$ cat src/rtl/taylor_pkg.sv
// Shared types and constants for the Taylor stage-2 block.
// Fixed-point format is unsigned 3.23 throughout.
package taylor_pkg;

    typedef enum logic [2:0] {
        S_IDLE,
        S_MUL1,
        S_ADD1,
        S_MUL2,
        S_ADD2,
        S_DONE
    } state_t;

    localparam int Q_INT  = 3;
    localparam int Q_FRAC = 23;

    localparam logic [25:0] C_HALF  = 26'h0400000;
    localparam logic [25:0] C_SIXTH = 26'h0155555;
    localparam logic [25:0] C_MUL   = 26'h00722C;

endpackage

$ cat src/rtl/taylor_seq_ctrl.sv
// Sequencer for the stage-2 Horner schedule: x*C + 1/6, *C, + 1/2.
// Control lines are decoded from state and the settle counter only.
module taylor_seq_ctrl
    import taylor_pkg::*;
#(
    parameter int WAIT_CYC = 0,
    parameter int W        = 26
) (
    input  logic         CLK,
    input  logic         RST,
    input  logic         IN_VALID,
    output logic         IN_READY,
    input  logic [W-1:0] IN_X,
    output logic [W-1:0] DP_B,
    input  logic [W-1:0] DP_OUT,
    output logic         MUL_SS,
    output logic         ADD_SS,
    output logic         MUL_SS_EN,
    output logic         ADD_SS_EN,
    output logic         OUT_VALID,
    input  logic         OUT_READY,
    output logic [W-1:0] RESULT,
    output logic         BUSY
);

    localparam logic [3:0] L_WAIT = 4'(WAIT_CYC);

    state_t       r_state;
    logic [3:0]   r_cnt;
    logic [W-1:0] r_dp_b;
    logic [W-1:0] r_result;

    logic w_last;
    logic w_mul_step;
    logic w_add_step;

    assign w_last     = (r_cnt == 4'd0);
    assign w_mul_step = (r_state == S_MUL1) || (r_state == S_MUL2);
    assign w_add_step = (r_state == S_ADD1) || (r_state == S_ADD2);

    always_ff @(posedge CLK) begin
        if (RST) begin
            r_state  <= S_IDLE;
            r_cnt    <= 4'd0;
            r_dp_b   <= '0;
            r_result <= '0;
        end else begin
            unique case (r_state)
                S_IDLE: begin
                    if (IN_VALID) begin
                        r_dp_b  <= IN_X;
                        r_cnt   <= L_WAIT;
                        r_state <= S_MUL1;
                    end
                end
                S_MUL1, S_ADD1, S_MUL2: begin
                    if (w_last) begin
                        r_cnt   <= L_WAIT;
                        r_state <= state_t'(r_state + 3'd1);
                    end else begin
                        r_cnt <= r_cnt - 4'd1;
                    end
                end
                S_ADD2: begin
                    // adder output is combinational; capture it on the load edge
                    if (w_last) begin
                        r_result <= DP_OUT;
                        r_state  <= S_DONE;
                    end else begin
                        r_cnt <= r_cnt - 4'd1;
                    end
                end
                S_DONE: begin
                    if (OUT_READY) begin
                        r_state <= S_IDLE;
                    end
                end
                default: begin
                    r_state <= S_IDLE;
                end
            endcase
        end
    end

    always_comb begin
        IN_READY  = (r_state == S_IDLE);
        BUSY      = (r_state != S_IDLE);
        OUT_VALID = (r_state == S_DONE);
        MUL_SS    = !((r_state == S_MUL2) || (r_state == S_ADD2));
        ADD_SS    = (r_state == S_ADD2);
        MUL_SS_EN = w_mul_step && w_last;
        ADD_SS_EN = w_add_step && w_last;
    end

    assign DP_B   = r_dp_b;
    assign RESULT = r_result;

endmodule
$ cat config.mk
export PLATFORM = sky130hd
export DESIGN_NAME = taylor_seq_ctrl
export DESIGN_NICKNAME = d
export VERILOG_FILES = /design/src/rtl/taylor_pkg.sv /design/src/rtl/taylor_seq_ctrl.sv
export SDC_FILE = /design/constraint.sdc
export NUM_CORES = 1
export LEC_CHECK = 0
export CAP_MARGIN = 20
export CORE_ASPECT_RATIO = 1.75
export CORE_MARGIN = 2
export CORE_UTILIZATION = 43
export CTS_CLUSTER_DIAMETER = 40
export CTS_CLUSTER_SIZE = 25
export DETAILED_ROUTE_END_ITERATION = 10
export PLACE_DENSITY = 0.84
export SYNTH_ARGS = -nofsm -noshare
export SYNTH_HDL_FRONTEND = slang
export SYNTH_SLANG_ARGS = --single-unit
$ cat constraint.sdc
create_clock -name CLK -period 3.9 [get_ports CLK]
set_clock_uncertainty 0.1 [all_clocks]
set_input_delay 0.585 -clock CLK [delete_from_list [all_inputs] [get_ports CLK]]
set_output_delay 0.585 -clock CLK [all_outputs]
set_load 0.01 [all_outputs]
; ---- After elaboration in Yosys (flattened, before gate mapping)
; Cells that the tools add are included.
[word_totals]
regBits = 59
latch_bits = 0
mem_bits_rw = 0
rom_bits = 0
output_inout_bits = 59
memories = 0
[classes]
n_addsub = 2
mul = 0
n_div = 0
order_cmp = 0
eq_ne = 10
shift = 0
mux = 9
bitwise_logic = 0
reduce_logical = 15
[op_table]
columns = operator, n
row1 = 3-bit 2-to-1 mux, 4
row2 = 4-bit 2-to-1 mux, 3
row3 = 3-bit case mux with 4 select lines, 1
row4 = 4-bit case mux with 3 select lines, 1
row5 = 3-bit by 2-bit == test with 1-bit output (second input constant), 2
row6 = 3-bit == test (second input constant), 2
row7 = 2-bit inequality test (second input constant), 3
row8 = 3-bit nonzero test, 2
row9 = 4-bit zero test, 1
row10 = 2-bit by 1-bit inequality test with 1-bit output (second input constant), 2
row11 = 2-bit AND reduction, 2
row12 = 4-bit AND reduction, 1
row13 = 4-bit by 1-bit subtractor with 4-bit output (second input constant), 1
row14 = 3-bit by 1-bit adder with 3-bit output (second input constant), 1
row15 = 3-bit by 1-bit == test with 1-bit output (second input constant), 1
row16 = 3-bit zero test, 1
row17 = 1-bit logical OR, 3
row18 = 3-bit AND reduction, 1
row19 = 3-bit OR reduction, 1
row20 = 1-bit logical AND, 2
row21 = 1-bit zero test, 1

; ---- Logic depth before layout (Yosys ltp)
[logic_depth]
ltp_word = 4
mapped_depth = 8

; ---- Worst setup path before layout
; No wires, ideal clock.
[synth_timing]
path_type = register -> output
start = register r_cnt[0]
end = output ADD_SS_EN
arrival_ns = 1.190
required_ns = 3.215
setup_slack_ns = 2.025
path_stages_with_launch = 5
n_path_buf = 0
cell_sequence = dfxtp_1 > inv_1 > ha_1 > or3b_1 > a21oi_1
[synth_via]
elab_chain_len = 2
[synth_rtl]
columns = item, line_no
row1 = start: declaration, taylor_seq_ctrl.sv:29  ; logic [3:0] r_cnt;
row2 = start signal: assignment, taylor_seq_ctrl.sv:61  ; r_cnt <= r_cnt - 4'd1;
row3 = start signal: assignment, taylor_seq_ctrl.sv:70  ; r_cnt <= r_cnt - 4'd1;
row4 = 4-bit zero test, taylor_seq_ctrl.sv:37  ; assign w_last = (r_cnt == 4'd0);
row5 = 1-bit logical AND, taylor_seq_ctrl.sv:92  ; ADD_SS_EN = w_add_step && w_last;
row6 = end: declaration, taylor_seq_ctrl.sv:19  ; output logic ADD_SS_EN,
; No other way between the ends.

; ---- Final worst setup path
[layout_timing]
start = register r_state[0]
end = output ADD_SS_EN
[layout_via]
elab_chain_len = 3
elab_cells_between_ends = 4
[layout_rtl]
columns = item, line_no
row1 = start: declaration, taylor_seq_ctrl.sv:28  ; state_t r_state;
row2 = start signal: assignment, taylor_seq_ctrl.sv:59  ; r_state <= state_t'(r_state + 3'd1);
row3 = 3-bit by 2-bit == test with 1-bit output / 3-bit == test (equally long branches), taylor_seq_ctrl.sv:39  ; assign w_add_step = (r_state == S_ADD1) || (r_state == S_ADD2);
row4 = 1-bit logical OR *, taylor_seq_ctrl.sv:39
row5 = 1-bit logical AND *, taylor_seq_ctrl.sv:92
; Mark *: on every way between the ends. The rest lies on a longest branch, timed or not.

==> flow_results.xml <==
<?xml version="1.0" encoding="UTF-8"?>
<metrics>
  <group name="placement">
    <metric name="dpl.hpwl" unit="µm">4683</metric>
    <metric name="post-place-ws" unit="ns">1.478</metric>
    <metric name="placed_cell_area" unit="µm²">3546</metric>
    <metric name="place.gp.congestion" unit="">0.8167</metric>
    <metric name="io_buffer_count" unit="">114</metric>
  </group>
  <group name="worst_hold_path">
    <metric name="timing.hold.worst.start" unit="">RESULT[19]$_SDFFE_PP0P_</metric>
    <metric name="hp-class" unit="">reg -&gt; reg</metric>
  </group>
  <group name="clock_tree">
    <metric name="cts_hold_buf" unit="">0</metric>
    <metric name="tritoncts" unit="">yes</metric>
    <metric name="resized_cells_post_cts" unit="">0</metric>
    <metric name="clock_tree.htree_level_count" unit="">3</metric>
    <metric name="clock_tree.root_cell" unit="">clkbuf_8</metric>
    <metric name="numCtsBuffers" unit="">9</metric>
    <metric name="post-cts-setup-buffer-count" unit="">0</metric>
    <metric name="count_of_clock_tree_sinks" unit="">59</metric>
    <metric name="cts-root-to-sink-buffers" unit="">2</metric>
    <metric name="source_to_sink_clock_delay_at_the_later_pin_of_the_worst_skew_pair" unit="ns">0.33</metric>
    <metric name="cts.clk_slew.worst_paths" unit="ns">0.07</metric>
  </group>
  <group name="global_route">
    <metric name="grt_start_max_net_pins" unit="">32</metric>
    <metric name="antenna_found_initial" unit="">0</metric>
    <metric name="global_route_wire_length_before_repair" unit="µm">9777</metric>
    <metric name="first_global_vias" unit="">2244</metric>
    <metric name="groute.usage.overall" unit="%">21.11</metric>
    <metric name="total_gr_overflow" unit="">0</metric>
  </group>
  <group name="worst_setup_path">
    <metric name="required" unit="ns">3.21</metric>
    <metric name="crit_path_start_kind" unit="">flop</metric>
    <metric name="timing.critical_path.buf_inv" unit="">2</metric>
    <metric name="cp-startpoint" unit="">r_state[0]$_SDFFE_PP0P_</metric>
    <metric name="path_class" unit="">reg -&gt; out</metric>
    <metric name="cpMaxStageDelayCell" unit="">clkdlybuf4s50_1</metric>
    <metric name="crit_path_cell_trace" unit="">inv_1 &gt; ha_1 &gt; nand2_1 &gt; a21oi_1 &gt; clkdlybuf4s50_1</metric>
    <metric name="critPathCaptureType" unit="">primary output</metric>
    <metric name="worst_ep_arrival_time" unit="ns">2.10</metric>
    <metric name="critical_path.max_fanout" unit="">12</metric>
    <metric name="critPathMaxStageDelay" unit="ns">0.56</metric>
    <metric name="cpLargestDelayFamily" unit="">buffers and inverters</metric>
    <metric name="worst_r2r_startpoint" unit="">r_cnt[0]$_SDFFE_PP0P_</metric>
  </group>
  <group name="sta">
    <metric name="final.setup.worst_slack" unit="ns">1.113</metric>
    <metric name="fin_crit" unit="ns">2.787</metric>
    <metric name="rsz0062_at_grt" unit="">false</metric>
    <metric name="post-route-period-util" unit="%">71.46</metric>
    <metric name="least_margin_pin_slew" unit="ns">0.9736</metric>
    <metric name="max_clock_freq" unit="MHz">358.8</metric>
    <metric name="setup_viol" unit="">0</metric>
    <metric name="count_of_final_max_slew_check_failures" unit="">0</metric>
    <metric name="final.hold.worst_slack" unit="ns">0.3512</metric>
    <metric name="fin_setup_tns" unit="ns">0</metric>
    <metric name="timing.slew.headroom" unit="%">34.91</metric>
    <metric name="final_hold_viol_count" unit="">0</metric>
  </group>
  <group name="synthesis">
    <metric name="synth.most_common_cell" unit="">nand2_1</metric>
    <metric name="ys_dominant_reg_cell" unit="">dfxtp_1</metric>
    <metric name="synth-seq-area-share" unit="%">49.50</metric>
    <metric name="syn-num-nets" unit="">363</metric>
    <metric name="synth_area" unit="µm²">2386</metric>
    <metric name="synthCells" unit="">300</metric>
    <metric name="synth_top_area_share" unit="%">49.50</metric>
    <metric name="share_of_flip_flops_with_an_asynchronous_set_or_reset" unit="%">0</metric>
    <metric name="synth.avg_cell_area" unit="µm²">7.953</metric>
    <metric name="netlist.top_cell.by_area" unit="">dfxtp_1</metric>
    <metric name="post_synth_num_cell_types" unit="">35</metric>
    <metric name="synth_enable_flop_cells" unit="">0</metric>
    <metric name="synth.top_cells.by_area" unit="">dfxtp_1 50%, nand2_1 17%, a21oi_1 12%</metric>
    <metric name="synth.top_cells.by_count" unit="">110 x nand2_1, 59 x dfxtp_1, 58 x a21oi_1, 11 x inv_1, 10 x clkbuf_1</metric>
    <metric name="yosysWarningCount" unit="">0</metric>
    <metric name="ys_ff_latch" unit="">59</metric>
  </group>
  <group name="layout">
    <metric name="synthToLayoutAreaGrowth" unit="%">56.27</metric>
    <metric name="diodes" unit="">0</metric>
    <metric name="layout.filler_cells" unit="">430</metric>
    <metric name="layout-drive-gt1-share" unit="%">6.280</metric>
    <metric name="nets" unit="">473</metric>
    <metric name="core_occupancy_in_the_finished_layout" unit="%">70.37</metric>
    <metric name="register_area" unit="µm²">1181</metric>
    <metric name="multi_input_area" unit="µm²">1075</metric>
    <metric name="stdcell_area" unit="µm²">3729</metric>
  </group>
  <group name="floorplanning">
    <metric name="chip_height" unit="µm">102.5</metric>
    <metric name="placeableCoreArea" unit="µm²">5299</metric>
    <metric name="cell_rows" unit="">35</metric>
    <metric name="design.portCount" unit="">115</metric>
    <metric name="die_width" unit="µm">60.31</metric>
    <metric name="total_die_area" unit="µm²">6184</metric>
    <metric name="initial_core_util" unit="%">45.03</metric>
  </group>
  <group name="status">
    <metric name="run_status" unit="">completed</metric>
  </group>
  <group name="drt">
    <metric name="antenna_viol_nets_final" unit="">0</metric>
    <metric name="drc" unit="">0</metric>
    <metric name="detail_route.wirelength" unit="µm">6435</metric>
    <metric name="detailroute.via_count" unit="">2391</metric>
    <metric name="detail_route.wl_per_cell" unit="µm">13.19</metric>
    <metric name="post_drt_via_cell_ratio" unit="">4.900</metric>
    <metric name="drtIter0Drc" unit="">101</metric>
    <metric name="detail_route.first_pass.iterations" unit="">5</metric>
  </group>
  <group name="pwr">
    <metric name="power_per_cell_area" unit="nW/µm²">408.6</metric>
    <metric name="irDropWorstVdd" unit="µV">304.6</metric>
    <metric name="leakage" unit="µW">0.001345</metric>
  </group>
  <group name="job">
    <metric name="timing.max_cap.violations" unit="">0</metric>
  </group>
</metrics>
[logic make-up (layout without fill, tap and decap cells)]
logic type / count (synthesis) / after routing / share of synthesized area [%]
AO/OA/AOI/OAI: 76 / 76 / 18.62
adder cells (fa/ha/maj): 7 / 7 / 3.671
buffers and inverters: 29 / 143 / 5.453
AND/OR/NAND/NOR: 129 / 129 / 22.76
flip-flops: 59 / 59 / 49.50
[through the flow]
step           cells  total power [µW]
2_1_floorplan    300             845.3
3_3_place_gp     473              1009
3_5_place_dp     473              1016
4_1_cts          488              1539
5_1_grt          488              1599
6_report         488              1523
[registers in the layout, summed over array words and instances (netlist names)]
| register | cells |
|---|---|
| DP_B | 26 |
| RESULT | 26 |
| r_cnt | 4 |
| r_state | 3 |
[power by group]
| part | switching, µW | internal (µW) | total, µW |
|---|---|---|---|
| Clock | 230 | 289 | 519 |
| Sequential | 18.8 | 637 | 656 |
| Combinational | 167 | 181 | 348 |
| Total | 416 | 1110 | 1520 |
[area by class of cell]
class	instances	share of cell area (%)
Clock buffer	10	3.423
Multi-Input combinational cell	212	28.83
Inverter	12	1.242
Timing Repair Buffer	116	30.87
Clock inverter	5	1.477
Sequential cell	59	31.68
Tap cell	74	2.483
[layer usage]
layer	GRT usage, %	part of all wire, %	vias to the layer above
li1	-	-	1204
met1	20.06	36	1090
met2	39.05	55	79
met3	4.266	5.0	18
met4	13.68	3.6	0
met5	0	0	-
[layout by cell type, fill, tap and decap left out, types with 3 or more instances in the layout]
cell type | Yosys | layout
a21oi_1 | 58 | 58
clkbuf_8 | 0 | 9
clkdlybuf4s50_1 | 0 | 113
clkinv_2 | 1 | 3
dfxtp_1 | 59 | 59
ha_1 | 7 | 7
inv_1 | 11 | 11
nand2_1 | 110 | 110
nand3_1 | 3 | 3
nor2_1 | 5 | 5
o21ai_0 | 5 | 5
[path summary, 6_finish.rpt]
| kind | to | slack (ns) | cells past startpoint |
|---|---|---|---|
| hold / removal | RESULT[19]$_SDFFE_PP0P_ | 0.35 | 2 |
| setup / recovery | ADD_SS_EN | 1.11 | 5 |
| setup reg to reg | RESULT[3]$_SDFFE_PP0P_ | 1.64 | 6 |
| hold reg to reg | RESULT[19]$_SDFFE_PP0P_ | 0.35 | 2 |
[worst min-delay path, cell delays in order, from the launching register on]
cell,delay [ns]
dfxtp_1,0.30
nand2_1,0.05
a21oi_1,0.05
Note: power is estimated with default switching activity, not from simulation.
==> RTL edit 1: new RTL, config.mk and constraints unchanged <==
`W`: 26 -> 18.
--- a/src/rtl/taylor_seq_ctrl.sv
+++ b/src/rtl/taylor_seq_ctrl.sv
@@ -4,7 +4,7 @@
     import taylor_pkg::*;
 #(
     parameter int WAIT_CYC = 0,
-    parameter int W        = 26
+    parameter int W        = 18
 ) (
     input  logic         CLK,
     input  logic         RST,
Interface: changed (resized DP_B, DP_OUT, IN_X and RESULT); port bits go from 115 to 83. No check against the original RTL was run, so the function may have changed too.
==> RTL edit 1 against the original RTL <==
- sequential cell count decreased by 16
- combinational power increased by 19%
- critical path type unchanged
- largest power group unchanged
- clock power decreased by 48%
- area after synthesis decreased by 24%
- core utilization decreased by 3.6 points
- worst setup slack got worse by 66 ps
- total power decreased by 22%
- die area decreased by 22%
- largest cell class is now multi-input gates
- sequential share of layout area decreased by 0.33 points
- critical path depth increased by 1
- cell area decreased by 26%
- wire length decreased by 25%
==> RTL edit 1: results (changes against the original RTL) <==
* Placed Area at 2660 µm² (-25%)
* Peak VDD IR at 0.000354 V (+16%)
* Total GRT Usage at 21.6% (+0.47 points)
* Net Count, Synth at 275 (-24%)
* Ys Warns at 0 (unchanged)
* Synth cell count leaders: nand2_1, dfxtp_1, a21oi_1
* Worst Hold Class: reg -> reg
* Initial antenna violation count at 0 (unchanged)
* Reg power frac at 42.2% (-0.9 points)
* Largest net degree at the start of global routing at 46 (+44%)
* Logic power comb at 0.414 mW (+19%)
* Max incr delay on CP at 520 ps (-40 ps)
* Via count at 1787 (-25%)
* Global placer's final weighted congestion at 0.913 (+12%)
* Worst-path clk slew at 80 ps
* Initial DRC count at 37 (-63%)
* Worst-skew pair later-pin latency at 280 ps (-50 ps)
* Port Buf Inserts at 82 (-28%)
* Seq/Total Area, Yosys at 47.3% (-2.2 points)
* Outcome: finished clean
* Worst relative slew slack at 57.5% (+23 points)
* Global-route wire length before repair at 7800 µm (-20%)
* PwrDens at 431 nW/µm² (+5.5%)
* Non-Filler Instances at 357 (-27%)
* Adder-Cell Fraction of Synth Area at 4.81% (+1.1 points)
* Synth Flop Type: dfxtp_1
* H-tree depth at 2 (-1)
* Drt total wl at 4830 µm (-25%)
* Crit-path leading delay family: buffers and inverters
* Setup Fix Bufs, Post-CTS at 0 (unchanged)
* Compound-Gate Fraction of Synth Area at 18.8% (+0.20 points)
* Post_cts resized at 0 (unchanged)
* Top cells by area, synth: dfxtp_1, nand2_1, a21oi_1
* Ratio of cells with drive above 1 in the final layout at 4.87% (-1.4 points)
* Fillers at 368 (-14%)
* Worst path slowest cell: clkdlybuf4s50_1
* Post-Synth XOR/XNOR Area at 0% (unchanged)
* Detail Placement HPWL at 3570 µm (-24%)
* Bufs on Longest Clock Path at 2 (unchanged)
* Via count of the first global-routing pass at 1695 (-24%)
* Post-synth cell types at 33 (-5.7%)
* Antenna cells at 0 (unchanged)
* Crit Path Max Fanout at 5 (-7)
* Root Driver: clkbuf_8
* Static leakage at 1.03 nW (-24%)
* Final hold viol count at 0 (unchanged)
* Placed Cells at 349 (-26%)
* Setup_tns at 0 ps (unchanged)
* Net Switching at 0.381 mW (-8.3%)
* Num CTS Buffers at 5 (-4)
* First-pass DRT Iterations at 4 (-1)
* Post-placement setup slack at 1380 ps (-98.2 ps)
* Post-synthesis mux area share at 1.10% (+1.1 points)
* Arrival time at the worst endpoint at 2170 ps (+70 ps)
* Final net count at 354 (-25%)
* Average cell area after synthesis at 7.99 µm² (+0.46%)
* Post-synth ARST share at 0% (unchanged)
==> RTL edit 1: path summary, 6_finish.rpt <==
path	from	to	cells after the start	slack (ps)
worst min-delay path	RESULT[4]	RESULT[4]	2	350
worst min register to register	RESULT[4]	RESULT[4]	2	350
worst max register to register	r_cnt[0]	r_cnt[3]	6	1720
worst max-delay path	r_cnt[0]	ADD_SS_EN	6	1050
==> RTL edit 1: cell type report <==
| cell class | instances | area (µm²) | share of cell area [%] |
|---|---|---|---|
| Multi-Input combinational cell | 165 | 873 | 31.8 |
| Sequential cell | 43 | 861 | 31.3 |
| Timing Repair Buffer | 84 | 836 | 30.4 |
| Clock buffer | 6 | 72.6 | 2.64 |
| Tap cell | 49 | 61.3 | 2.23 |
| Inverter | 8 | 30.0 | 1.09 |
| Clock inverter | 2 | 12.5 | 0.456 |
==> RTL edit 1: metal layers <==
metal	share of wire (%)	GRT usage, %	vias up
met5	0	0	-
met4	2.3	8.76	0
met3	4.3	4.32	8
met2	57	39.9	57
met1	36	21.8	808
li1	-	-	914
==> RTL edit 2: new RTL, same settings <==
Without the edit above. Reset style: asynchronous (`RST`), changed in one clocked block.
--- a/src/rtl/taylor_seq_ctrl.sv
+++ b/src/rtl/taylor_seq_ctrl.sv
@@ -38,7 +38,7 @@
     assign w_mul_step = (r_state == S_MUL1) || (r_state == S_MUL2);
     assign w_add_step = (r_state == S_ADD1) || (r_state == S_ADD2);
 
-    always_ff @(posedge CLK) begin
+    always_ff @(posedge CLK or posedge RST) begin
         if (RST) begin
             r_state  <= S_IDLE;
             r_cnt    <= 4'd0;
Check against the original RTL: differs if RST is asserted again (counterexample within 4 cycles, from zero or initial values and one cycle with RST high); with RST held inactive, the same outputs for 10 cycles.
==> RTL edit 2 against the original RTL <==
- sequential share of layout area rose by 5.4 points
- sequential cell count did not move
- cell area rose by 6.7%
- wire length fell by 2.8%
- worst setup slack got worse by 470 ps
- area after synthesis rose by 5.5%
- count of clock-buffer cells in the layout rose by 2
Power is not compared: it rests on default switching activity, and its combinational part moved more than twofold at a synthesized area within 25%.
==> RTL edit 2: results (changes against the original RTL) <==
* Outcome: finished clean
* Peak VDD IR at 0.000479 V
* Post_cts resized at 0 (unchanged)
* Placed Area at 3720 µm² (+5.0%)
* Port Buf Inserts at 114 (unchanged)
* Worst relative slew slack at 51.7% (+17 points)
* Total GRT Usage at 21.1% (-0.040 points)
* Ys Warns at 0 (unchanged)
* Worst Hold Class: reg -> reg
* Num CTS Buffers at 9 (unchanged)
* Crit Path Max Fanout at 27 (+15)
* Sw frac at 33.1%
* Arrival time at the worst endpoint at 2570 ps (+470 ps)
* Static leakage at 1.80 nW
* Worst-path clk slew at 60 ps
* Post-placement setup slack at 1000 ps (-474 ps)
* Net Count, Synth at 291 (-20%)
* FF-to-FF setup slack at 1650 ps
* Via count of the first global-routing pass at 2113 (-5.8%)
* Antenna cells at 0 (unchanged)
* Post-synth ARST share at 100% (+100 points)
* Top cells by area, synth: dfrtp_1, mux2_2, nand2_1
* Final net count at 411 (-13%)
* Detail Placement HPWL at 4630 µm (-1.1%)
* First-pass DRT Iterations at 4 (-1)
* Remaining DRCs at 0 (unchanged)
* Global-route wire length before repair at 9990 µm (+2.2%)
* Initial antenna violation count at 0 (unchanged)
* Worst Hold Slack at 370 ps (+18.9 ps)
* Synth cell count leaders: nand2_1, dfrtp_1, mux2_2
* Post-synth cell types at 30 (-14%)
* H-tree depth at 3 (unchanged)
* Antenna-violating nets left at 0 (unchanged)
* Vias per Instance at 4.83 (-1.5%)
* Seq/Total Area, Yosys at 58.6% (+9.1 points)
* Drt total wl at 6260 µm (-2.8%)
* Global placer's final weighted congestion at 0.755 (-7.5%)
* Worst-skew pair later-pin latency at 330 ps (about the same)
* Largest net degree at the start of global routing at 37 (+16%)
* Root Driver: clkbuf_8
* Fillers at 405 (-5.8%)
* Initial DRC count at 90 (-11%)
* Non-Filler Instances at 429 (-12%)
* Average cell area after synthesis at 11.0 µm² (+39%)
* Setup Fix Bufs, Post-CTS at 0 (unchanged)
* Ratio of cells with drive above 1 in the final layout at 15.0% (+8.7 points)
* Tcrit/Tclk final at 83.5% (+12 points)
==> RTL edit 2: changes by cell type after synthesis, moves of 5 or more <==
cell,before,now
a21oi_1,58,2
clkbuf_1,10,2
dfrtp_1,0,59
dfxtp_1,59,0
mux2_2,0,29
nand2_1,110,82
o21ai_0,5,0
==> RTL edit 2: power by group through the flow <==
stage | Sequential, mW | Clock [mW] | Combinational (mW)
after floorplan | 1.22 | 0 | 0.721
after global placement | 1.08 | 0 | 1.65
after detailed placement | 1.10 | 0 | 1.70
after CTS | 1.10 | 0.639 | 1.71
after global routing | 1.14 | 0.671 | 1.87
final | 1.10 | 0.627 | 1.70
==> RTL edit 2: final cells by class <==
type,instances,area share [%]
Sequential cell,59,37.1
Clock inverter,4,1.82
Clock buffer,12,3.90
Multi-Input combinational cell,152,24.1
Tap cell,76,2.39
Inverter,8,0.755
Timing Repair Buffer,118,29.9
==> RTL edit 2: worst paths after layout <==
check                           startpoint         end  depth (start not counted)
max in group asynchronous              RST  RESULT[17]                          3
min in group asynchronous              RST     DP_B[8]                          2
worst min register to register  RESULT[17]  RESULT[17]                          2
worst min-delay path            RESULT[17]  RESULT[17]                          2
worst max register to register    r_cnt[0]    r_cnt[1]                          7
worst max-delay path              r_cnt[0]   ADD_SS_EN                          7
==> RTL edit 2: metrics by stage <==
step	power [mW]	utilization, %
after floorplan	1.94	-
after global placement	2.73	66.1
after detailed placement	2.80	66.1
after CTS	3.45	70.2
after global routing	3.68	70.7
final	3.43	70.7
==> RTL edit 2: cell families (layout without fill, tap and decap cells) <==
| kind of cell | after synthesis | in the layout | share of synthesized area (%) |
|---|---|---|---|
| simple gates | 100 | 100 | 16.4 |
| flops | 59 | 59 | 58.6 |
| mux | 30 | 30 | 13.4 |
| buf+inv | 17 | 142 | 3.28 |
| compound gates | 15 | 15 | 4.87 |
| fa+ha+maj | 7 | 7 | 3.48 |
==> RTL edit 2: critical path, stage by stage, from the launching register on <==
cell and delay, ps:
dfrtp_1 400, inv_1 120, ha_1 180, or3b_1 450, nor2_2 130, buf_4 270
a31o_2 150, clkdlybuf4s50_1 530
==> RTL edit 2: routing by layer <==
layer  wire [µm]  global-route usage, %  up-vias  share of wire, %
met3         323                   5.40       14               5.2
met1        2190                   21.3     1000                35
met4         163                   9.73        0               2.6
met5           0                      0        -                 0
met2        3580                   37.7       72                57
li1            -                      -      984                 -
